--- config.mk ---
export PLATFORM = sky130hd
export DESIGN_NAME = conv_input_streamer_flat
export DESIGN_NICKNAME = d
export VERILOG_FILES = /design/src/rtl/conv_stream_pkg.sv /design/src/rtl/conv_input_streamer_if.sv /design/src/rtl/stream_fifo2.sv /design/src/rtl/conv_input_streamer.sv /design/src/flat_wrapper.sv
export SDC_FILE = /design/constraint.sdc
export NUM_CORES = 1
export LEC_CHECK = 0
export CORE_MARGIN = 4
export CORE_UTILIZATION = 62
export DETAILED_ROUTE_END_ITERATION = 8
export PLACE_DENSITY_LB_ADDON = 0.08
export SLEW_MARGIN = 15
export SYNTH_ARGS = -nofsm -noshare
export SYNTH_HDL_FRONTEND = slang
export SYNTH_HIERARCHICAL = 1
export SYNTH_SLANG_ARGS = --single-unit
--- constraint.sdc ---
create_clock -name clk -period 14.4 [get_ports clk]
set_clock_uncertainty 0.05 [all_clocks]
set_input_delay 3.6 -clock clk [delete_from_list [all_inputs] [get_ports clk]]
set_output_delay 3.6 -clock clk [all_outputs]
set_load 0.1 [all_outputs]
--- src/rtl/conv_stream_pkg.sv ---
// rtl/conv_stream_pkg.sv - shared types and constants for the feature-map streamer
package conv_stream_pkg;

  localparam int ADDR_WIDTH_DEF  = 22;
  localparam int PIXEL_WIDTH_DEF = 16;
  localparam int ENTRY_WIDTH     = PIXEL_WIDTH_DEF + 1;
  // C*N*N at full width: 9 + 8 + 8 bits
  localparam int TOTAL_WIDTH     = 25;

  typedef enum logic [1:0] {
    ST_IDLE  = 2'd0,
    ST_RUN   = 2'd1,
    ST_DRAIN = 2'd2,
    ST_DONE  = 2'd3
  } state_t;

  function automatic int entry_width(input int pixel_width);
    return pixel_width + 1;
  endfunction

endpackage

--- src/rtl/conv_input_streamer_if.sv ---
// rtl/conv_input_streamer_if.sv - pixel stream bundle between streamer and conv engine
interface conv_input_streamer_if
  import conv_stream_pkg::*;
#(
  parameter int PIXEL_WIDTH = PIXEL_WIDTH_DEF
) ();

  logic [PIXEL_WIDTH-1:0] tdata;
  logic                   tvalid;
  logic                   tready;
  logic                   tlast;

  modport master (output tdata, output tvalid, output tlast, input tready);
  modport slave  (input tdata, input tvalid, input tlast, output tready);

endinterface

--- src/rtl/stream_fifo2.sv ---
// rtl/stream_fifo2.sv - 2-entry synchronous FIFO with occupancy count
module stream_fifo2
  import conv_stream_pkg::*;
#(
  parameter int W = ENTRY_WIDTH
) (
  input  logic         clk,
  input  logic         resetn,
  input  logic         push_i,
  input  logic [W-1:0] data_i,
  input  logic         pop_i,
  output logic [W-1:0] head_o,
  output logic [1:0]   count_o
);

  logic [W-1:0] mem_q [2];
  logic         rd_q;
  logic         wr_q;
  logic [1:0]   count_q;
  logic         do_push;
  logic         do_pop;

  assign do_pop  = pop_i && (count_q != 2'd0);
  // a full FIFO still accepts a push when the head leaves in the same cycle
  assign do_push = push_i && ((count_q != 2'd2) || do_pop);

  always_ff @(posedge clk) begin
    if (!resetn) begin
      mem_q[0] <= '0;
      mem_q[1] <= '0;
      rd_q     <= 1'b0;
      wr_q     <= 1'b0;
      count_q  <= 2'd0;
    end else begin
      if (do_push) begin
        mem_q[wr_q] <= data_i;
        wr_q        <= ~wr_q;
      end
      if (do_pop) begin
        rd_q <= ~rd_q;
      end
      case ({do_push, do_pop})
        2'b10:   count_q <= count_q + 2'd1;
        2'b01:   count_q <= count_q - 2'd1;
        default: count_q <= count_q;
      endcase
    end
  end

  assign head_o  = mem_q[rd_q];
  assign count_o = count_q;

endmodule

--- src/rtl/conv_input_streamer.sv ---
// rtl/conv_input_streamer.sv - streams a C x N x N feature map from BRAM onto a pixel stream
module conv_input_streamer
  import conv_stream_pkg::*;
#(
  parameter int ADDR_WIDTH  = ADDR_WIDTH_DEF,
  parameter int PIXEL_WIDTH = PIXEL_WIDTH_DEF
) (
  input  logic                   clk,
  input  logic                   aresetn,
  input  logic                   start,
  input  logic [7:0]             Image_size,
  input  logic [8:0]             Channel_size,
  output logic                   busy,
  output logic                   done,
  output logic                   fmap_BRAM_en,
  output logic [ADDR_WIDTH-1:0]  fmap_BRAM_addr,
  input  logic [PIXEL_WIDTH-1:0] fmap_BRAM_dout,
  conv_input_streamer_if.master  m_axis
);

  localparam int EW = entry_width(PIXEL_WIDTH);

  state_t                 state_q;
  logic [7:0]             n_q;
  logic [8:0]             c_q;
  logic [TOTAL_WIDTH-1:0] total_q;
  logic [ADDR_WIDTH-1:0]  addr_q;
  logic [7:0]             col_q;
  logic [7:0]             row_q;
  logic [8:0]             ch_q;
  logic                   inflight_q;
  logic                   inflight_last_q;

  logic [1:0]             count;
  logic [EW-1:0]          head;
  logic                   fifo_valid;
  logic                   pop;
  logic [2:0]             occ;
  logic                   issue;
  logic                   tag_last;
  logic                   final_read;
  logic                   drained;

  assign fifo_valid = (count != 2'd0);
  assign pop        = fifo_valid && m_axis.tready;
  assign occ        = {1'b0, count} + {2'b0, inflight_q};
  // occupancy after this cycle's pop must leave room for the read being issued
  assign issue      = (state_q == ST_RUN) && (occ < (pop ? 3'd3 : 3'd2));
  assign tag_last   = (col_q == n_q - 8'd1) && (row_q == n_q - 8'd1);
  assign final_read = (TOTAL_WIDTH'(addr_q) == total_q - TOTAL_WIDTH'(1));
  // look one edge ahead so done follows the final handshake by a single cycle
  assign drained    = !inflight_q && ((count == 2'd0) || ((count == 2'd1) && pop));

  always_ff @(posedge clk) begin
    if (!aresetn) begin
      state_q         <= ST_IDLE;
      n_q             <= 8'd0;
      c_q             <= 9'd0;
      total_q         <= '0;
      addr_q          <= '0;
      col_q           <= 8'd0;
      row_q           <= 8'd0;
      ch_q            <= 9'd0;
      inflight_q      <= 1'b0;
      inflight_last_q <= 1'b0;
    end else begin
      inflight_q      <= issue;
      inflight_last_q <= issue && tag_last;
      case (state_q)
        ST_IDLE: begin
          if (start) begin
            n_q     <= Image_size;
            c_q     <= Channel_size;
            total_q <= TOTAL_WIDTH'(Channel_size) * TOTAL_WIDTH'(Image_size)
                       * TOTAL_WIDTH'(Image_size);
            addr_q  <= '0;
            col_q   <= 8'd0;
            row_q   <= 8'd0;
            ch_q    <= 9'd0;
            state_q <= ((Image_size == 8'd0) || (Channel_size == 9'd0)) ? ST_DONE : ST_RUN;
          end
        end
        ST_RUN: begin
          if (issue) begin
            addr_q <= addr_q + ADDR_WIDTH'(1);
            if (col_q == n_q - 8'd1) begin
              col_q <= 8'd0;
              if (row_q == n_q - 8'd1) begin
                row_q <= 8'd0;
                ch_q  <= (ch_q == c_q - 9'd1) ? 9'd0 : ch_q + 9'd1;
              end else begin
                row_q <= row_q + 8'd1;
              end
            end else begin
              col_q <= col_q + 8'd1;
            end
            if (final_read) begin
              state_q <= ST_DRAIN;
            end
          end
        end
        ST_DRAIN: begin
          if (drained) begin
            state_q <= ST_DONE;
          end
        end
        ST_DONE: begin
          addr_q  <= '0;
          state_q <= ST_IDLE;
        end
        default: state_q <= ST_IDLE;
      endcase
    end
  end

  stream_fifo2 #(.W(EW)) u_fifo (
    .clk     (clk),
    .resetn  (aresetn),
    .push_i  (inflight_q),
    .data_i  ({inflight_last_q, fmap_BRAM_dout}),
    .pop_i   (pop),
    .head_o  (head),
    .count_o (count)
  );

  assign busy           = (state_q != ST_IDLE);
  assign done           = (state_q == ST_DONE);
  assign fmap_BRAM_en   = issue;
  assign fmap_BRAM_addr = addr_q;
  assign m_axis.tvalid  = fifo_valid;
  assign m_axis.tdata   = head[PIXEL_WIDTH-1:0];
  assign m_axis.tlast   = head[PIXEL_WIDTH];

endmodule

--- src/flat_wrapper.sv ---
// flat-port wrapper written by rule: the top's interface ports become plain ports
module conv_input_streamer_flat import conv_stream_pkg::*;
#(
  parameter int ADDR_WIDTH  = ADDR_WIDTH_DEF,
  parameter int PIXEL_WIDTH = PIXEL_WIDTH_DEF
)
  (clk, aresetn, start, Image_size, Channel_size, busy, done, fmap_BRAM_en, fmap_BRAM_addr, fmap_BRAM_dout, m_axis_tdata, m_axis_tvalid, m_axis_tlast, m_axis_tready);
  conv_input_streamer_if #(.PIXEL_WIDTH(PIXEL_WIDTH)) m_axis_i ();
  input  logic clk;
  input  logic aresetn;
  input  logic start;
  input  logic [7:0] Image_size;
  input  logic [8:0] Channel_size;
  output logic busy;
  output logic done;
  output logic fmap_BRAM_en;
  output logic [ADDR_WIDTH-1:0] fmap_BRAM_addr;
  input  logic [PIXEL_WIDTH-1:0] fmap_BRAM_dout;
  output wire logic [$bits(m_axis_i.tdata)-1:0] m_axis_tdata;
  output wire logic [$bits(m_axis_i.tvalid)-1:0] m_axis_tvalid;
  output wire logic [$bits(m_axis_i.tlast)-1:0] m_axis_tlast;
  input wire logic [$bits(m_axis_i.tready)-1:0] m_axis_tready;
  assign m_axis_tdata = m_axis_i.tdata;
  assign m_axis_tvalid = m_axis_i.tvalid;
  assign m_axis_tlast = m_axis_i.tlast;
  assign m_axis_i.tready = m_axis_tready;
  conv_input_streamer #(.ADDR_WIDTH(ADDR_WIDTH), .PIXEL_WIDTH(PIXEL_WIDTH)) u_core (.clk(clk), .aresetn(aresetn), .start(start), .Image_size(Image_size), .Channel_size(Channel_size), .busy(busy), .done(done), .fmap_BRAM_en(fmap_BRAM_en), .fmap_BRAM_addr(fmap_BRAM_addr), .fmap_BRAM_dout(fmap_BRAM_dout), .m_axis(m_axis_i));
endmodule
==> flow_summary_export.csv <==
group,metric,value,unit
outcome,outcome,"completed",
finish,instances_no_fill,1770,
finish,final_layout_size_suffix_gt1_frac,0.04933,
clocking,cts-root-buf,"clkbuf_16",
synth,muxShareOfSynthArea,0.02222,
place,place_inst,1738,
synth,synth_edf_count,34,
route,ant_nets,0,
clocking,clock_latency,0.41,ns
route,drc,0,
synth,synth_ff_type,"dfxtp_1",
route,avgRoutedWirePerCell,15.45,um
clocking,clkTransAtPathRegs,0.06,ns
clocking,post_cts_resized,0,
grt,grt_pass1_vias,9863,
sta,fmax,0.07825,GHz
synth,synth_top_area_frac,0.2076,
synth,synthCells,1428,
worst_setup_path,critPathMaxStageDelay,1.14,ns
synth,ys_types,70,
route,first_pass_iters,9,
grt,track_usage,0.2517,
clocking,clockBufferDepth,2,
worst_setup_path,arrival,13.04,ns
sta,relSlewSlack,0.3128,
worst_setup_path,path_common_cell,"fa_1",
sta,period_minus_slack,12.78,ns
floorplanning,dieArea,0.02289,mm^2
synth,synth_top_family_by_area,"adder cells",
job,max-cap-violations,0,
place,port_buffers,79,
synth,async_reset_ff_frac,0,
sta,fin_crit_sh,0.8875,
floorplanning,start_util,0.6291,
sta,tightest_slew,1.028,ns
sta,finalHoldViolations,0,
grt,grt_max_degree,46,
synth,ys_seq_area_frac,0.2060,
route,finalWirelength,27350,um
sta,finalSetupViolations,0,
sta,setup_tns,0,ns
worst_setup_path,cp_num_buf_inv,7,
floorplanning,core_area,0.02023,mm^2
floorplanning,die_y,151.3,um
clocking,numCtsBuffers,17,
sta,slew_viol_final,0,
grt,grt-ovfl-total,0,
finish,area_growth_syn_to_layout,12.41,%
synth,yosys-top-cells-area,"fa_1, dfxtp_1, ha_1, and2_1, edfxtp_1",
floorplanning,rows,52,
clocking,cts_setup_buffers,0,
finish,utilization,0.7071,
worst_setup_path,path_delay_family,"adder cells",
finish,final_nets,1750,
floorplanning,ios,80,
synth,yosysWarnings,6,
floorplanning,die_x,151.3,um
synth,synth_xor_area_frac,0.07186,
worst_setup_path,cp_max_fo,28,
worst_setup_path,end_kind,"flop",
min_path,holdCritPathClass,"reg -> reg",
clocking,htreeDepth,4,
synth,synth.avg_cell_area,8.913,um^2
clocking,cts_tree,"built",
synth,syn_nets,1691,
route,drt_iter0_drc,586,
place,dpl.hpwl,21390,um
synth,yosys.area_share.simple,0.2463,
finish,fill_cells,1657,
finish,insertedDiodeCount,0,
clocking,clkSinkCount,114,
place,place_congestion,0.8577,
worst_setup_path,crit_required,14.66,ns
synth,ys_seq_elements,114,
synth,yosys.area.top_type,"fa_1",
worst_setup_path,startpoint_type,"input port",
synth,synth-adder-area-share,0.3000,
grt,grt_pass1_wl,46890,um
route,avgViaCountPerCell,5.555,
worst_setup_path,crit_slowest_cell,"clkdlybuf4s50_1",
worst_setup_path,path_class,"in -> reg",
route,vias,9832,
synth,netlist_area,0.01273,mm^2
clocking,hold_buffers,0,
synth,synth_compound_area_frac,0.08149,
grt,antenna_found_initial,0,
sta,rsz0062_at_grt,"no",
==> worst reg2reg max path: cells and delay by family, from the launching register on <==
family | cells | cell delay, ns
AOI/OAI and AO/OA | 1 | 0.34
xor gates and xnor gates | 2 | 0.34
adders and majority gates | 1 | 0.18
buffers and inverters | 1 | 0.08
DFF | 1 | 0.37
and+or+nand+nor | 5 | 1.67
==> placed cells by master (no fill, tap or decap), drive strengths merged, types with 10 or more instances in the layout <==
cell type / netlist / layout
nand3: 40 / 40
nor3b: 10 / 10
nand2: 144 / 144
xor2: 34 / 34
nor3: 22 / 22
edfxtp: 34 / 34
clkdlybuf4s50: 0 / 79
nor4: 19 / 19
nor2: 62 / 62
o21ai: 33 / 33
ha: 94 / 94
o21a: 12 / 12
or3: 19 / 19
clkbuf: 42 / 17
inv: 176 / 185
mux2: 18 / 18
fa: 132 / 132
nor2b: 10 / 10
dfxtp: 80 / 80
and2: 179 / 179
a211oi: 10 / 10
buf: 7 / 11
a21oi: 56 / 56
nand4: 12 / 12
and3: 17 / 17
a21o: 11 / 11
xnor2: 55 / 55
==> sequential cells by signal, indices dropped and copies added, names as in the netlist, named ones only <==
| signal | cells |
|---|---|
| u_core/row_q | 8 |
| u_core/u_fifo/count_o | 2 |
| u_core/inflight_last_q | 1 |
| u_core/n_q | 8 |
| u_core/total_q | 25 |
| u_core/state_q | 2 |
| u_core/u_fifo/rd_q | 1 |
| u_core/inflight_q | 1 |
| u_core/col_q | 8 |
| u_core/u_fifo/mem_q | 34 |
| u_core/u_fifo/wr_q | 1 |
| u_core/fmap_BRAM_addr | 22 |
==> metrics by stage <==
step	worst slack (ns)	hold WS [ns]	instance area, um^2
final	1.621	0.4256	14310
after global routing	0.8343	0.4572	14310
after CTS	1.646	0.4278	14310
after detailed placement	1.222	0.4209	13690
after global placement	1.429	0.4131	13690
after floorplan	2.487	0.3993	12730
==> cell usage after synthesis, types with 3 or more instances <==
cell type / count
nor3_1: 21
fa_1: 132
nand4_1: 12
and2_1: 178
xor2_1: 34
nor3b_1: 10
o21a_1: 12
or2_2: 3
a31oi_1: 4
nand2_1: 144
a211oi_1: 10
mux2i_1: 8
a21boi_0: 4
or3_1: 18
and3_1: 16
nand2b_1: 7
ha_1: 94
nor4_1: 16
nand3_1: 39
o211ai_1: 9
inv_1: 176
dfxtp_1: 80
o41ai_1: 3
xnor2_1: 55
xnor3_1: 6
a211o_1: 4
a21oi_1: 56
clkbuf_1: 40
mux2_2: 18
nand3b_1: 5
buf_6: 5
and3b_1: 9
nor2b_1: 10
o21ai_0: 32
a21o_1: 11
nor2_1: 62
o31ai_1: 4
and4_1: 5
or4_1: 3
edfxtp_1: 34
==> cell type report <==
cell class | instances | area (um^2) | area share
Clock buffer | 17 | 425.4 | 0.02973
Clock inverter | 15 | 190.2 | 0.01329
Inverter | 177 | 664.4 | 0.04644
Multi-Input combinational cell | 1087 | 9194 | 0.6426
Sequential cell | 114 | 2623 | 0.1833
Tap cell | 270 | 337.8 | 0.02361
Timing Repair Buffer | 90 | 873.3 | 0.06104
==> cells by family (layout without fill, tap and decap cells) <==
kind of cell,after synthesis,in the layout
simple gates,576,576
buf+inv,227,299
fa+ha+maj,226,226
compound gates,164,164
flops,114,114
xor+xnor,95,95
mux,26,26
==> path summary, 6_finish.rpt <==
path                                        start                 end  slack [ns]  depth (start not counted)
worst max-delay path                Image_size[7]  u_core/total_q[22]        1.62                         31
worst min-delay path            u_core/total_q[1]   u_core/total_q[1]        0.43                          2
worst max register to register      u_core/n_q[0]     u_core/row_q[5]       11.25                         10
worst min register to register  u_core/total_q[1]   u_core/total_q[1]        0.43                          2
==> routing by layer <==
layer	track usage	routed length (um)	vias to the layer above
li1	-	-	4820
met1	0.3386	12370	4768
met2	0.4174	13050	216
met3	0.04279	1376	28
met4	0.07706	552	0
met5	0	0	-
Power is not shown: default switching activity piles up to over one toggle a cycle in this logic, so the estimate is an artifact.
